<file path="src/rtl/counter_seq_ctrl_pkg.sv">
// Shared types and defaults for the counter sequencer.
// State encoding is 3 bits: IDLE=0, CLEAR=1, RUN=2, PAUSE=3, DONE=4.
package counter_seq_ctrl_pkg;

  localparam int DEF_CNT_W = 7;
  localparam int DEF_RUN_W = 8;

  typedef enum logic [2:0] {
    ST_IDLE  = 3'd0,
    ST_CLEAR = 3'd1,
    ST_RUN   = 3'd2,
    ST_PAUSE = 3'd3,
    ST_DONE  = 3'd4
  } state_t;

endpackage

</file>
<file path="src/rtl/counter_seq_ctrl_if.sv">
// Host/counter-side signal bundle for the counter sequencer.
// The master side is the host plus the counter, and it supplies count.
// The slave side is the sequencer.
interface counter_seq_ctrl_if
  import counter_seq_ctrl_pkg::*;
#(
  parameter int CNT_W = DEF_CNT_W
);
  logic             start;
  logic             stop;
  logic             pause;
  logic             mode;
  logic [CNT_W-1:0] limit;
  logic [CNT_W-1:0] count;
  logic             cnt_clr;
  logic             cnt_en;
  logic             busy;
  logic             done;

  modport master (
    output start, stop, pause, mode, limit, count,
    input  cnt_clr, cnt_en, busy, done
  );

  modport slave (
    input  start, stop, pause, mode, limit, count,
    output cnt_clr, cnt_en, busy, done
  );
endinterface

</file>
<file path="src/rtl/counter_seq_ctrl_run_tally.sv">
// run_tally: saturating tally of completed runs.
// It increments once per cycle while i_inc is high and sticks at all-ones.
// Only reset clears it.
module run_tally #(
  parameter int RUN_W = 8
) (
  input  logic             clk,
  input  logic             rst_n,
  input  logic             i_inc,
  output logic [RUN_W-1:0] o_count
);
  logic [RUN_W-1:0] r_count;

  // Saturating increment; the count holds once it reaches all-ones.
  always_ff @(posedge clk or negedge rst_n) begin
    if (!rst_n)                      r_count <= '0;
    else if (i_inc && r_count != '1) r_count <= r_count + 1'b1;
  end

  assign o_count = r_count;
endmodule

</file>
<file path="src/rtl/counter_seq_ctrl.sv">
// counter_seq_ctrl: sequencer for an external up counter.
// It clears the counter, enables it, halts it at a captured limit, and pulses done.
// Define COUNTER_SEQ_CTRL_TALLY_EN to add the run_cnt completed-run tally.
module counter_seq_ctrl
  import counter_seq_ctrl_pkg::*;
#(
  parameter int CNT_W = DEF_CNT_W
`ifdef COUNTER_SEQ_CTRL_TALLY_EN
  , parameter int RUN_W = DEF_RUN_W
`endif
) (
  input  logic              clk,
  input  logic              res,
  counter_seq_ctrl_if.slave bus
`ifdef COUNTER_SEQ_CTRL_TALLY_EN
  , output logic [RUN_W-1:0] run_cnt
`endif
);

  state_t           r_state;
  state_t           w_next;
  logic [CNT_W-1:0] r_limit_q;
  logic             r_mode_q;
  logic             w_terminal;

  assign w_terminal = (bus.count == r_limit_q);

  // State register.
  // NOTE: sequential state uses non-blocking (<=) so every flop samples pre-edge values.
  always_ff @(posedge clk or negedge res) begin
    if (!res) r_state <= ST_IDLE;
    else      r_state <= w_next;
  end

  // Capture limit and mode only when a start is accepted.
  // Changes made during a run therefore wait for the next run.
  always_ff @(posedge clk or negedge res) begin
    if (!res) begin
      r_limit_q <= '0;
      r_mode_q  <= 1'b0;
    end else if (r_state == ST_IDLE && bus.start) begin
      r_limit_q <= bus.limit;
      r_mode_q  <= bus.mode;
    end
  end

  // Next-state logic.
  // In RUN the priority is stop, then terminal, then pause.
  always_comb begin
    // NOTE: default assignment first so no path leaves w_next unassigned (no latch).
    w_next = r_state;
    unique case (r_state)
      ST_IDLE:  if (bus.start) w_next = ST_CLEAR;
      ST_CLEAR: w_next = ST_RUN;
      ST_RUN: begin
        if (bus.stop)       w_next = ST_IDLE;
        else if (w_terminal) w_next = ST_DONE;
        else if (bus.pause)  w_next = ST_PAUSE;
      end
      ST_PAUSE: begin
        if (bus.stop)        w_next = ST_IDLE;
        else if (!bus.pause) w_next = ST_RUN;
      end
      ST_DONE:  w_next = (bus.stop || !r_mode_q) ? ST_IDLE : ST_CLEAR;
      default:  w_next = ST_IDLE;
    endcase
  end

  // Output decode.
  // cnt_en is also gated by count so the counter halts exactly on the limit.
  always_comb begin
    bus.cnt_clr = (r_state == ST_CLEAR);
    bus.cnt_en  = (r_state == ST_RUN) && !w_terminal;
    bus.busy    = (r_state != ST_IDLE);
    bus.done    = (r_state == ST_DONE);
  end

`ifdef COUNTER_SEQ_CTRL_TALLY_EN
  run_tally #(.RUN_W(RUN_W)) u_run_tally (
    .clk     (clk),
    .rst_n   (res),
    .i_inc   (r_state == ST_DONE),
    .o_count (run_cnt)
  );
`endif

endmodule

</file>
<file path="src/flat_wrapper.sv">
// flat-port wrapper written by rule: the top's interface ports become plain ports
module counter_seq_ctrl_flat import counter_seq_ctrl_pkg::*;
#(
  parameter int CNT_W = DEF_CNT_W

)
  (clk, res, bus_start, bus_stop, bus_pause, bus_mode, bus_limit, bus_count, bus_cnt_clr, bus_cnt_en, bus_busy, bus_done);
  counter_seq_ctrl_if #(.CNT_W(CNT_W)) bus_i ();
  input  logic clk;
  input  logic res;
  input wire logic [$bits(bus_i.start)-1:0] bus_start;
  input wire logic [$bits(bus_i.stop)-1:0] bus_stop;
  input wire logic [$bits(bus_i.pause)-1:0] bus_pause;
  input wire logic [$bits(bus_i.mode)-1:0] bus_mode;
  input wire logic [$bits(bus_i.limit)-1:0] bus_limit;
  input wire logic [$bits(bus_i.count)-1:0] bus_count;
  output wire logic [$bits(bus_i.cnt_clr)-1:0] bus_cnt_clr;
  output wire logic [$bits(bus_i.cnt_en)-1:0] bus_cnt_en;
  output wire logic [$bits(bus_i.busy)-1:0] bus_busy;
  output wire logic [$bits(bus_i.done)-1:0] bus_done;
  assign bus_i.start = bus_start;
  assign bus_i.stop = bus_stop;
  assign bus_i.pause = bus_pause;
  assign bus_i.mode = bus_mode;
  assign bus_i.limit = bus_limit;
  assign bus_i.count = bus_count;
  assign bus_cnt_clr = bus_i.cnt_clr;
  assign bus_cnt_en = bus_i.cnt_en;
  assign bus_busy = bus_i.busy;
  assign bus_done = bus_i.done;
  counter_seq_ctrl #(.CNT_W(CNT_W)) u_core (.clk(clk), .res(res), .bus(bus_i));
endmodule
</file>
<file path="config.mk">
export PLATFORM = sky130hd
export DESIGN_NAME = counter_seq_ctrl_flat
export DESIGN_NICKNAME = d
export VERILOG_FILES = /design/src/rtl/counter_seq_ctrl_pkg.sv /design/src/rtl/counter_seq_ctrl_if.sv /design/src/rtl/counter_seq_ctrl_run_tally.sv /design/src/rtl/counter_seq_ctrl.sv /design/src/flat_wrapper.sv
export SDC_FILE = /design/constraint.sdc
export NUM_CORES = 1
export LEC_CHECK = 0
export ABC_AREA = 1
export BUFFER_PORTS_ARGS = -buffer_cell sky130_fd_sc_hd__buf_2
export CAP_MARGIN = 25
export CELL_PAD_IN_SITES_DETAIL_PLACEMENT = 1
export CELL_PAD_IN_SITES_GLOBAL_PLACEMENT = 2
export CORE_MARGIN = 8
export CORE_UTILIZATION = 27
export DETAILED_ROUTE_END_ITERATION = 16
export PLACE_DENSITY = 0.86
export SKIP_LAST_GASP = 1
export SYNTH_ARGS = -nofsm -noshare
export SYNTH_HDL_FRONTEND = slang
export SYNTH_HIERARCHICAL = 1
export SYNTH_SLANG_ARGS = --single-unit
</file>
<file path="constraint.sdc">
create_clock -name clk -period 3.7 [get_ports clk]
set_clock_uncertainty 0.15 [all_clocks]
set_input_delay 1.11 -clock clk [delete_from_list [all_inputs] [get_ports clk]]
set_output_delay 1.11 -clock clk [all_outputs]
set_load 0.05 [all_outputs]
</file>
* Yosys cells after proc, flatten, opt, wreduce, memory -nomap -nowiden
Index checks and enable logic that the tools add are counted.
** Storage, ports and cells
- Register bits :: 11
- Logic and storage cells :: 27
- Input bits :: 20
** Cells by class
- Reduce and logical (&&, ||, !) cells :: 8
- Multiplexer cells :: 8
- Equality and inequality tests :: 8
** Operators with widths (number)
- two-way mux 3 bit :: 6
- one-hot mux 3 bit (5 select lines) :: 1
- equality test 7 bit :: 1
- equality test 3 x 2 -> 1 bit, second input constant :: 2
- inequality test 4 x 3 -> 1 bit, second input constant :: 1
- equality test 3 x 1 -> 1 bit, second input constant :: 1
- equality test 3 bit, second input constant :: 1
- zero test 3 bit :: 1
- inequality test 3 bit, second input constant :: 1
- AND reduction 3 bit :: 1
- nonzero test 3 bit :: 1
- logical AND 1 bit :: 2
- zero test 1 bit :: 2
- inequality test 2 bit, second input constant :: 1
- logical OR 1 bit :: 1
- two-way mux 1 bit :: 1

* Logic depth before layout (Yosys ltp)
Gate-level depths: netlist of run 1.
- Depth after elaboration :: 4
- Gate-level depth with buffers :: 10

* Least setup slack after synthesis of run 1
Ideal clock, no wire load.
- Path kind :: in2out
- Start :: in bus_count[3]
- End :: out bus_cnt_en
- Cell stages on the path :: 7
- Setup slack :: 0.303 ns
- Data arrival time :: 2.137 ns
- Path through :: inv_1 -> nand2_1 -> nand2_1 -> inv_1 -> nand2_1 -> nor2_1 -> a21oi_1
** On the way
- Cells in the longest elaborated chain, start to end :: 3
** Ends and longest elaborated chain
- start: declaration :: RTL line flat_wrapper.sv:16 : input wire logic [$bits(bus_i.count)-1:0] bus_count;
- equality test 7 bit :: RTL line counter_seq_ctrl.sv:26 : assign w_terminal = (bus.count == r_limit_q);
- zero test 1 bit :: RTL line counter_seq_ctrl.sv:73 : bus.cnt_en = (r_state == ST_RUN) && !w_terminal;
- logical AND 1 bit :: RTL line counter_seq_ctrl.sv:73
- end: declaration :: RTL line flat_wrapper.sv:18 : output wire logic [$bits(bus_i.cnt_en)-1:0] bus_cnt_en;
No other way between the ends.

* Final worst setup path of run 1
- Start :: in bus_count[0]
- End :: out bus_cnt_en
The elaborated chain is that of the path after synthesis.

==> flow_summary.rst, run 1 <==
.. list-table::
   :header-rows: 1

   * - Metric
     - Value
   * - Outcome
     - finished, final reports clean
   * - Syn. warnings
     - 6
   * - Source-to-sink clock delay at the later pin of the worst-skew pair
     - 0.27 ns
   * - Combined area of the multi-input logic cells
     - 313 sq um
   * - Post-CTS setup buffers
     - 0
   * - Most used cells in the layout excluding fill and tap cells
     - sky130_fd_sc_hd__nand2_1 (27), sky130_fd_sc_hd__buf_2 (23), sky130_fd_sc_hd__inv_1 (21), sky130_fd_sc_hd__nor2_1 (13), sky130_fd_sc_hd__dfrtp_1 (11)
   * - Static power due to leakage
     - between 0.5 and 0.6 nW
   * - Crit path max fanout
     - 2
   * - Number of failing setup endpoints in the final timing report
     - 0
   * - Met1 layer usage reported by global route
     - about 8.8%
   * - Number of filler instances in the final layout
     - 330
   * - Post-synth net total
     - ~120
   * - Flops & latches, synth
     - 11
   * - Pins over their slew limit
     - 0
   * - Via count of the first global-routing pass
     - ~760
   * - Total wirelength of the detailed-routed design
     - 1.70 mm
   * - Max_slew headroom
     - 82.6%
   * - Worst VDD drop
     - ~250 uV
   * - Startpoint Class
     - input pin
   * - Number of cells on the worst reg-to-reg path
     - 5
   * - M2 GR Usage
     - approximately 15%
   * - Number of antenna-violating nets in the routed design
     - 0
   * - Number of antenna violations at the first check in global routing
     - 0
   * - Most common library cell in the layout ignoring fill and taps
     - sky130_fd_sc_hd__nand2_1
   * - Htree depth
     - 1
   * - Cell Count Post-Placement
     - 150
   * - Final GP Congestion
     - approximately 0.8
   * - Register area
     - 275 sq um
   * - # rows
     - 18
   * - Count of different cell masters after synthesis
     - 18
   * - Number of cells traversed by the worst hold path
     - 2
   * - Setup repair after global routing missed its margin
     - false
   * - Worst-path clk slew
     - ~0.080 ns
   * - Routed len/inst
     - about 11 um
   * - First drt pass iteration count
     - 4
   * - Fin cells
     - 154
   * - Sort of element at the end of the critical path
     - primary output
   * - Final Hold Vio Count
     - 0
   * - CTS tree
     - built
   * - Post-DP HPWL
     - 1.47 mm
   * - Layout cell share with drive strength beyond 1
     - approximately 26%
   * - Number of standard cells after synthesis
     - 98
   * - Number of clock sinks
     - 11
   * - Area of the placeable core
     - ~2400 sq um
   * - Ant diodes
     - 0
   * - Overall fraction of global-route tracks in use
     - just under 9%
   * - Root buffer cell
     - sky130_fd_sc_hd__clkbuf_4
   * - Initial detailed-routing violation count
     - 21
   * - Vias post-DR
     - ~660
   * - GRT met3 Usage
     - between 2 and 2.5%
   * - Max Fclk
     - around 310 MHz
   * - DRC viols
     - 0
   * - Area of the mapped netlist
     - approximately 700 sq um
   * - Max_cap viols
     - 0
   * - CP arrival
     - 1.93 ns
   * - Clock buffer count from CTS
     - 3
   * - Tightest Hold Check Type
     - reg2reg
   * - I/O Buffers
     - 23
   * - CTS resizes
     - 0
   * - Area delta synth->final
     - 24.6%
   * - First-pass GRT wire length
     - about 3.0 mm
   * - Required time reported for the critical path endpoint
     - 2.44 ns
   * - Vias per cell
     - 4.31
   * - Setup Crit Path Kind
     - in2out
   * - CTS Hold Bufs
     - 0
   * - Peak-usage layer in the global routing report
     - met2
   * - Die Footprint
     - 4390 sq um
   * - Worst-case clock buffer depth
     - 2
   * - Largest net degree at the start of global routing
     - 15
   * - Overflow after GRT
     - 0
   * - Shortest clock period the worst path allows after layout
     - ~3.2 ns
   * - Crit share post-route
     - a little under nine tenths
   * - Nets@finish
     - approximately 150
   * - Starting density of the core
     - ~28%
   * - Overall die height
     - approximately 66 um
   * - Tightest Pin Transition
     - 0.262 ns
   * - X dimension of the die
     - between 60 and 70 um
   * - Total power per unit cell area
     - approximately 730 nW/um^2
   * - Portion of the post-synthesis area used by sequential elements
     - about two fifths
   * - Setup tns final
     - 0 ns
   * - Mean instance size in the synthesized netlist
     - around 7 sq um
   * - Num ports
     - 24
flip-flops by register name, indices dropped and copies added, names as in the netlist:
name and cells:
u_core/r_state 3, u_core/r_mode_q 1, u_core/r_limit_q 7
cell families after synthesis:
group / Yosys count / share of synthesized area (%)
AO/OA/AOI/OAI: 10 / 7.89
XOR/XNOR: 1 / 1.28
buffers and inverters: 23 / 13.8
flip-flops: 11 / 40.4
multiplexers: 2 / 4.40
AND/OR/NAND/NOR: 51 / 32.3
worst max-delay path, cell delays in order:
cell and delay, ns:
sky130_fd_sc_hd__buf_2 0.10, sky130_fd_sc_hd__xnor2_1 0.19, sky130_fd_sc_hd__nand2_1 0.09, sky130_fd_sc_hd__nor2_1 0.14, sky130_fd_sc_hd__a21oi_1 0.08, sky130_fd_sc_hd__buf_2 0.21
area by class of cell:
cell class,instances,share of cell area (%)
multi-input cells,64,36.8
flip-flops and latches,11,32.4
repair buffers,23,13.5
inverters,22,9.72
well taps,30,4.42
clock buffers,4,3.09
cells in the mapped netlist, drive strengths merged:
cell | instances | area share, %
nand3 | 5 | 3.7
nand4 | 1 | 0.92
o21ai | 1 | 0.73
xnor2 | 1 | 1.3
mux2 | 2 | 4.4
buf | 1 | 1.7
o21bai | 1 | 1.1
a31oi | 1 | 0.92
nor3 | 2 | 1.5
dfrtp | 11 | 40
nand2 | 28 | 17
a21oi | 7 | 5.1
nor2 | 15 | 9.7
inv | 22 | 12
routing by layer:
layer / part of all wire (%) / vias to the layer above
met1: 42 / 303
met5: 0 / -
li1: - / 348
met3: 2.8 / 2
met2: 54 / 10
met4: 1.6 / 0
metrics by stage:
step                      total power [mW]  utilization (%)  instance area, sq um  setup slack, ns  hold WS, ns
after detailed placement             0.544             33.8                   823            0.506        0.374
after global routing                 0.684             34.9                   850            0.403        0.409
final                                0.621             34.9                   850            0.509        0.391
after floorplan                      0.471                -                   682            0.303        0.333
after CTS                            0.631             34.9                   850            0.501        0.394
after global placement               0.530             33.8                   823            0.527        0.367
final timing paths:
check / endpoint / from / slack (ns)
worst max-delay path: bus_cnt_en / bus_count[0] / 0.51
worst min-delay path: u_core/r_limit_q[6]$_DFFE_PN0P_ / u_core/r_limit_q[6]$_DFFE_PN0P_ / 0.39
worst max register to register: u_core/r_mode_q$_DFFE_PN0P_ / u_core/r_state[1]$_DFFE_PN0P_ / 2.21
worst min register to register: u_core/r_limit_q[6]$_DFFE_PN0P_ / u_core/r_limit_q[6]$_DFFE_PN0P_ / 0.39
max in group asynchronous: u_core/r_state[1]$_DFFE_PN0P_ / res / 2.64
min in group asynchronous: u_core/r_limit_q[6]$_DFFE_PN0P_ / res / 0.55
power by group:
part | internal (mW) | switching (mW) | leakage [nW]
registers | 0.174 | 0.0369 | 0.127
logic | 0.113 | 0.214 | 0.369
clock network | 0.0417 | 0.0419 | 0.0150
No activity file was read; power rests on OpenSTA's default activity.
==> inputs of run 2 (changes only) <==
- BUFFER_PORTS_ARGS: -buffer_cell sky130_fd_sc_hd__buf_2 -> -buffer_cell sky130_fd_sc_hd__clkbuf_2
==> run 2 against run 1 <==
  * Die area is the same
  * Via count grew 0.60%
  * Fmax grew 0.16%
  * Power grew 0.13%
  * Critical path depth grew 2
  * Largest cell class unchanged
  * Clock power shrank 1%
  * Core utilization is the same
  * Global-route usage shrank 0.69 points
  * Non-clock buffer count is the same
==> flow_summary.rst, run 2 (synthesis gave the netlist of run 1 again) <==
.. list-table::
   :header-rows: 1

   * - Metric
     - Value
   * - Largest registers
     - u_core/r_limit_q: 7 flops, u_core/r_state: 3 flops, u_core/r_mode_q: 1 flops
   * - P_sw
     - 0.294 mW (+0.47%)
   * - Combinational share of power
     - 52.8% (about the same)
   * - Total buffers and inverters traversed by the critical path
     - 3 (+1)
   * - Fin cells
     - 154 (unchanged)
   * - Total wirelength of the detailed-routed design
     - 1.71 mm (+0.59%)
   * - Routed len/inst
     - 11.1 um (+0.59%)
   * - Most common library cell in the layout ignoring fill and taps
     - sky130_fd_sc_hd__nand2_1
   * - Setup tns final
     - 0 ns (unchanged)
   * - Worst-case setup slack after placement
     - 0.509 ns (+0.00269 ns)
   * - Setup Crit Path Kind
     - in2out
   * - Starting density of the core
     - 28.0% (unchanged)
   * - Worst Hold Margin
     - 0.390 ns (-0.00117 ns)
   * - Sw frac
     - 47.3% (+0.16 points)
   * - CTS Hold Bufs
     - 0 (unchanged)
   * - Max Fclk
     - 314 MHz (+0.16%)
   * - Worst-path clk slew
     - 0.07 ns (about the same)
   * - Number of clock sinks
     - 11 (unchanged)
   * - Initial detailed-routing violation count
     - 14 (-33%)
   * - Worst-case clock buffer depth
     - 2 (unchanged)
   * - Final Hold Vio Count
     - 0 (unchanged)
   * - Overall fraction of global-route tracks in use
     - 7.98% (-0.69 points)
   * - Nets@finish
     - 145 (unchanged)
   * - Sort of element at the end of the critical path
     - primary output
   * - Number of antenna-violating nets in the routed design
     - 0 (unchanged)
   * - Overall die height
     - 66.3 um (unchanged)
   * - Register-to-Register Setup Slack
     - 2.18 ns (-0.03 ns)
   * - Tightest Hold Check Type
     - reg2reg
   * - Chain of cells forming the critical path
     - clkbuf_2 -> inv_1 -> nand2_1 -> nand2_1 -> nand3_1 -> nor2_1 -> a21oi_1 -> clkbuf_2
   * - CP arrival
     - 1.93 ns (about the same)
   * - Num ports
     - 24 (unchanged)
   * - Category of cells accounting for the largest share of critical-path delay
     - buffers and inverters
   * - Fin util
     - 34.9% (unchanged)
   * - Part of the power in the clock network
     - 13.3% (-0.2 points)
   * - Setup repair after global routing missed its margin
     - false
   * - Register share of total power
     - 33.9% (about the same)
   * - CTS tree
     - built
   * - First-pass GRT wire length
     - 2.75 mm (-7.4%)
   * - Area of the placeable core
     - 2430 sq um (unchanged)
   * - Crit path max fanout
     - 2 (unchanged)
   * - Root buffer cell
     - sky130_fd_sc_hd__clkbuf_4
   * - Area delta synth->final
     - 24.6% (unchanged)
   * - Overflow after GRT
     - 0 (unchanged)
   * - Number of failing setup endpoints in the final timing report
     - 0 (unchanged)
   * - Max_cap viols
     - 0 (unchanged)
   * - Crit share post-route
     - 86.1% (-0.14 points)
   * - Pins over their slew limit
     - 0 (unchanged)
   * - X dimension of the die
     - 66.3 um (unchanged)
   * - Post-DP HPWL
     - 1.48 mm (+0.75%)
   * - Vias per cell
     - 4.33 (+0.60%)
   * - Via count of the first global-routing pass
     - 703 (-6.9%)
   * - Finished layout cell area
     - 850 sq um (unchanged)
   * - Number of antenna violations at the first check in global routing
     - 0 (unchanged)
   * - Largest register FFs
     - 7 (unchanged)
   * - Vias post-DR
     - 667 (+0.60%)
   * - Die Footprint
     - 4390 sq um (unchanged)
   * - Most used cells in the layout excluding fill and tap cells
     - sky130_fd_sc_hd__nand2_1 (27), sky130_fd_sc_hd__clkbuf_2 (23), sky130_fd_sc_hd__inv_1 (21), sky130_fd_sc_hd__nor2_1 (13), sky130_fd_sc_hd__dfrtp_1 (11)
   * - Internal power summed over all cells
     - 0.328 mW (-0.17%)
   * - Total power per unit cell area
     - 732 nW/um^2 (+0.13%)
   * - Total power
     - 0.622 mW (+0.13%)
   * - Startpoint Class
     - input pin
   * - Layout cell share with drive strength beyond 1
     - 25.8% (unchanged)
   * - Top register by number of flip-flops
     - u_core/r_limit_q
   * - Tightest Pin Transition
     - 0.291 ns (+0.0297 ns)
   * - Post-layout worst setup margin
     - 0.514 ns (+0.00513 ns)
   * - Cell Count Post-Placement
     - 150 (unchanged)
   * - Htree depth
     - 1 (unchanged)
   * - CP max stage cell
     - sky130_fd_sc_hd__clkbuf_2
   * - Placed cell areas
     - 823 sq um (unchanged)
   * - Outcome
     - finished, final reports clean
   * - Max_slew headroom
     - 80.6% (-2.0 points)
   * - Shortest clock period the worst path allows after layout
     - 3.19 ns (-0.00513 ns)
   * - Worst VDD drop
     - 304 uV (+20%)
   * - Required time reported for the critical path endpoint
     - 2.44 ns (about the same)
   * - CTS resizes
     - 0 (unchanged)
   * - DRC viols
     - 0 (unchanged)
   * - Critical Path Max Stage Delay
     - 0.24 ns (+0.03 ns)
   * - Clock buffer count from CTS
     - 3 (unchanged)
   * - First drt pass iteration count
     - 4 (unchanged)
   * - Static power due to leakage
     - 0.514 nW (+0.57%)
   * - I/O Buffers
     - 23 (unchanged)
   * - Final GP Congestion
     - 0.799 (about the same)
   * - Ant diodes
     - 0 (unchanged)
   * - Source-to-sink clock delay at the later pin of the worst-skew pair
     - 0.27 ns (about the same)
   * - Post-CTS setup buffers
     - 0 (unchanged)
   * - Largest net degree at the start of global routing
     - 15 (unchanged)
   * - # rows
     - 18 (unchanged)
[run 2: cell types whose count changed in the layout (fill, tap and decap cells not counted), sizes merged]
cell / before / now
clkbuf: 4 / 27
buf: 23 / 0
[run 2: layout make-up]
cell class,instances,area (sq um)
tap,30,37.5
inverter,22,82.6
timing repair buffer,23,115
sequential,11,275
clock buffer,4,26.3
multi-input combinational,64,313
fill,317,1580
[run 2: path summary, 6_finish.rpt]
path                                            startpoint  depth (start not counted)                               to
setup / recovery                              bus_count[5]                          8                       bus_cnt_en
setup reg to reg             u_core/r_state[1]$_DFFE_PN0P_                          5      u_core/r_mode_q$_DFFE_PN0P_
hold / removal             u_core/r_limit_q[3]$_DFFE_PN0P_                          2  u_core/r_limit_q[3]$_DFFE_PN0P_
min in group asynchronous                              res                          1  u_core/r_limit_q[3]$_DFFE_PN0P_
max in group asynchronous                              res                          1  u_core/r_limit_q[0]$_DFFE_PN0P_
hold reg to reg            u_core/r_limit_q[3]$_DFFE_PN0P_                          2  u_core/r_limit_q[3]$_DFFE_PN0P_
[run 2: power by group through the flow]
| stage | logic (mW) | clock network [mW] | registers (mW) |
|---|---|---|---|
| final | 0.329 | 0.0827 | 0.211 |
| after global routing | 0.367 | 0.0898 | 0.216 |
| after CTS | 0.333 | 0.0876 | 0.212 |
| after detailed placement | 0.331 | 0 | 0.214 |
| after global placement | 0.321 | 0 | 0.209 |
| after floorplan | 0.269 | 0 | 0.203 |
[run 2: worst min-delay path, stage by stage, from the launching register on]
cell and delay, ns:
sky130_fd_sc_hd__dfrtp_1 0.38, sky130_fd_sc_hd__inv_1 0.07, sky130_fd_sc_hd__a21oi_1 0.06
[run 2: metal layers]
metal	wire [um]	global-route usage, %	part of all wire, %
met5	0	0	0
met4	27	4.80	1.6
met1	724	8.44	42
met2	903	14.1	53
met3	54	1.69	3.2
==> inputs of run 3 (changes only) <==
- CELL_PAD_IN_SITES_DETAIL_PLACEMENT: 1 -> 0
- CELL_PAD_IN_SITES_GLOBAL_PLACEMENT: 2 -> 1
- CORE_UTILIZATION: 27 -> 34
- PLACE_DENSITY: 0.86 -> 0.83
- SLEW_MARGIN: unset -> 0
==> run 3 against run 2 <==
  * Critical path depth grew 1
  * Cell area shrank 0.29%
  * Clock-buffer cell count shrank 1
  * Register-to-register slack improved by 0.05 ns
  * Die area fell by 16%
  * Routed wire length down 21%
  * Fmax is 0.19% lower
  * Non-clock buffer count unchanged
  * Clock power decreased by 3.5%
  * First-iteration DRC count grew 21%
  * Highest routed layer unchanged
  * Via count shrank 4.9%
==> flow_summary.rst, run 3 (synthesis gave the netlist of run 1 again) <==
.. list-table::
   :header-rows: 1

   * - Metric
     - Value
   * - Number of filler instances in the final layout
     - 219 (-31%)
   * - Clock buffer count from CTS
     - 3 (unchanged)
   * - Setup repair after global routing missed its margin
     - false
   * - Most used cells in the layout excluding fill and tap cells
     - sky130_fd_sc_hd__nand2_1 (27), sky130_fd_sc_hd__clkbuf_2 (23), sky130_fd_sc_hd__inv_1 (21), sky130_fd_sc_hd__nor2_1 (13), sky130_fd_sc_hd__dfrtp_1 (11)
   * - Sort of element at the end of the critical path
     - primary output
   * - Shortest clock period the worst path allows after layout
     - 3.19 ns (+0.00608 ns)
   * - Overall fraction of global-route tracks in use
     - 8.42% (+0.43 points)
   * - Worst VDD drop
     - 289 uV (-5.0%)
   * - Static power due to leakage
     - 0.517 nW (+0.53%)
   * - Largest register FFs
     - 7 (unchanged)
   * - Via count of the first global-routing pass
     - 625 (-11%)
   * - Starting density of the core
     - 35.5% (+7.4 points)
   * - CP max stage cell
     - sky130_fd_sc_hd__clkbuf_2
   * - CP arrival
     - 1.93 ns (about the same)
   * - Htree depth
     - 1 (unchanged)
   * - Area of the placeable core
     - 1920 sq um (-21%)
   * - Overflow after GRT
     - 0 (unchanged)
   * - Area delta synth->final
     - 24.2%
   * - Post-CTS setup buffers
     - 0 (unchanged)
   * - Nets@finish
     - 145 (unchanged)
   * - Initial detailed-routing violation count
     - 17 (+3)
   * - First drt pass iteration count
     - 4 (unchanged)
   * - Pins over their slew limit
     - 0 (unchanged)
   * - CTS tree
     - built
   * - CTS Hold Bufs
     - 0 (unchanged)
   * - Total wirelength of the detailed-routed design
     - 1.35 mm (-21%)
   * - Layout cell share with drive strength beyond 1
     - 26.6% (+0.81 points)
   * - Required time reported for the critical path endpoint
     - 2.44 ns (about the same)
   * - First-pass GRT wire length
     - 2.35 mm (-15%)
   * - Number of clock sinks
     - 11 (unchanged)
   * - Total buffers and inverters traversed by the critical path
     - 4 (+1)
   * - Number of antenna-violating nets in the routed design
     - 0 (unchanged)
   * - Tightest Hold Check Type
     - reg2reg
   * - Max Fclk
     - 313 MHz (-0.19%)
   * - Number of antenna violations at the first check in global routing
     - 0 (unchanged)
   * - # rows
     - 16 (-2)
   * - Die Footprint
     - 3690 sq um (-16%)
   * - I/O Buffers
     - 23 (unchanged)
   * - Final Hold Vio Count
     - 0 (unchanged)
   * - Outcome
     - finished, final reports clean
   * - Library cell appearing most often on the critical path
     - sky130_fd_sc_hd__nand2_1
   * - Ant diodes
     - 0 (unchanged)
   * - Largest net degree at the start of global routing
     - 15 (unchanged)
   * - Vias post-DR
     - 634 (-4.9%)
   * - Most common library cell in the layout ignoring fill and taps
     - sky130_fd_sc_hd__nand2_1
   * - Critical Path Max Stage Delay
     - 0.30 ns (+0.06 ns)
   * - CTS resizes
     - 0 (unchanged)
   * - Category of cells accounting for the largest share of critical-path delay
     - buffers and inverters
   * - Num ports
     - 24 (unchanged)
   * - Total power per unit cell area
     - 714 nW/um^2 (-2.5%)
   * - Final GP Congestion
     - 0.719 (-10%)
   * - Setup tns final
     - 0 ns (unchanged)
   * - Chain of cells forming the critical path
     - clkbuf_2 -> inv_1 -> nand2_1 -> nand2_1 -> inv_1 -> nand2_1 -> nor2_1 -> a21oi_1 -> clkbuf_2
   * - Crit share post-route
     - 86.3% (+0.16 points)
   * - Tightest Pin Transition
     - 0.280 ns (-0.0118 ns)
   * - Routed len/inst
     - 8.94 um (-19%)
   * - Worst-case clock buffer depth
     - 2 (unchanged)
   * - Largest registers
     - u_core/r_limit_q: 7 flops, u_core/r_state: 3 flops, u_core/r_mode_q: 1 flops
   * - Startpoint Class
     - input pin
   * - Setup Crit Path Kind
     - in2out
   * - Overall die height
     - 60.8 um (-8.3%)
   * - Root buffer cell
     - sky130_fd_sc_hd__clkbuf_4
   * - DRC viols
     - 0 (unchanged)
   * - Fin util
     - 44.1% (+9.1 points)
   * - Vias per cell
     - 4.20 (-3.1%)
   * - Max_cap viols
     - 0 (unchanged)
   * - Max_slew headroom
     - 81.4% (+0.86 points)
   * - Crit path max fanout
     - 2 (unchanged)
   * - Post-layout worst setup margin
     - 0.508 ns (-0.00608 ns)
   * - Number of failing setup endpoints in the final timing report
     - 0 (unchanged)
   * - Post-DP HPWL
     - 1.18 mm (-20%)
   * - Source-to-sink clock delay at the later pin of the worst-skew pair
     - 0.26 ns (about the same)
   * - Worst-path clk slew
     - 0.07 ns (about the same)
   * - X dimension of the die
     - 60.8 um (-8.3%)
   * - Top register by number of flip-flops
     - u_core/r_limit_q
   * - Worst-case setup slack after placement
     - 0.501 ns (-0.00829 ns)
-- run 3: report_power, final --
part           switching (mW)  internal, mW  total (mW)
Clock                  0.0399        0.0399      0.0798
Combinational           0.205         0.112       0.317
Sequential             0.0342         0.173       0.208
-- run 3: area by class of cell --
type	count	area [sq um]	area share, %
multi-input combinational	64	313	36.9
sequential	11	275	32.5
timing repair buffer	23	115	13.6
inverter	22	82.6	9.75
tap	27	33.8	3.99
clock buffer	3	22.5	2.66
clock inverter	1	5.00	0.591
-- run 3: through the flow --
step	total power [mW]	hold WS, ns	std cells	cell area [sq um]
after floorplan	0.471	0.333	98	682
after global placement	0.526	0.364	147	820
after detailed placement	0.532	0.367	147	820
after CTS	0.615	0.384	151	847
after global routing	0.670	0.415	151	847
final	0.605	0.388	151	847
-- run 3: worst reg2reg max path, cell delays in order (launching register included) --
cell and delay [ns]:
sky130_fd_sc_hd__dfrtp_1 0.43, sky130_fd_sc_hd__nor2_2 0.16, sky130_fd_sc_hd__inv_2 0.06, sky130_fd_sc_hd__nor2_4 0.12, sky130_fd_sc_hd__nand2_4 0.13, sky130_fd_sc_hd__mux2_4 0.32
-- run 3: routing by layer --
| layer | vias up | GRT usage (%) | wire length, um |
|---|---|---|---|
| met2 | 13 | 14.5 | 636 |
| met5 | - | 0 | 0 |
| met3 | 2 | 3.81 | 90 |
| met1 | 268 | 8.09 | 595 |
| li1 | 351 | - | - |
| met4 | 0 | 4.98 | 27 |
-- run 3: worst paths after layout --
path | startpoint | end | slack [ns] | depth (start not counted)
setup / recovery | bus_count[3] | bus_cnt_en | 0.51 | 9
hold reg to reg | u_core/r_limit_q[4]$_DFFE_PN0P_ | u_core/r_limit_q[4]$_DFFE_PN0P_ | 0.39 | 2
min in group asynchronous | res | u_core/r_limit_q[4]$_DFFE_PN0P_ | 0.55 | 1
setup reg to reg | u_core/r_state[1]$_DFFE_PN0P_ | u_core/r_limit_q[0]$_DFFE_PN0P_ | 2.23 | 5
max in group asynchronous | res | u_core/r_limit_q[3]$_DFFE_PN0P_ | 2.63 | 1
hold / removal | u_core/r_limit_q[4]$_DFFE_PN0P_ | u_core/r_limit_q[4]$_DFFE_PN0P_ | 0.39 | 2
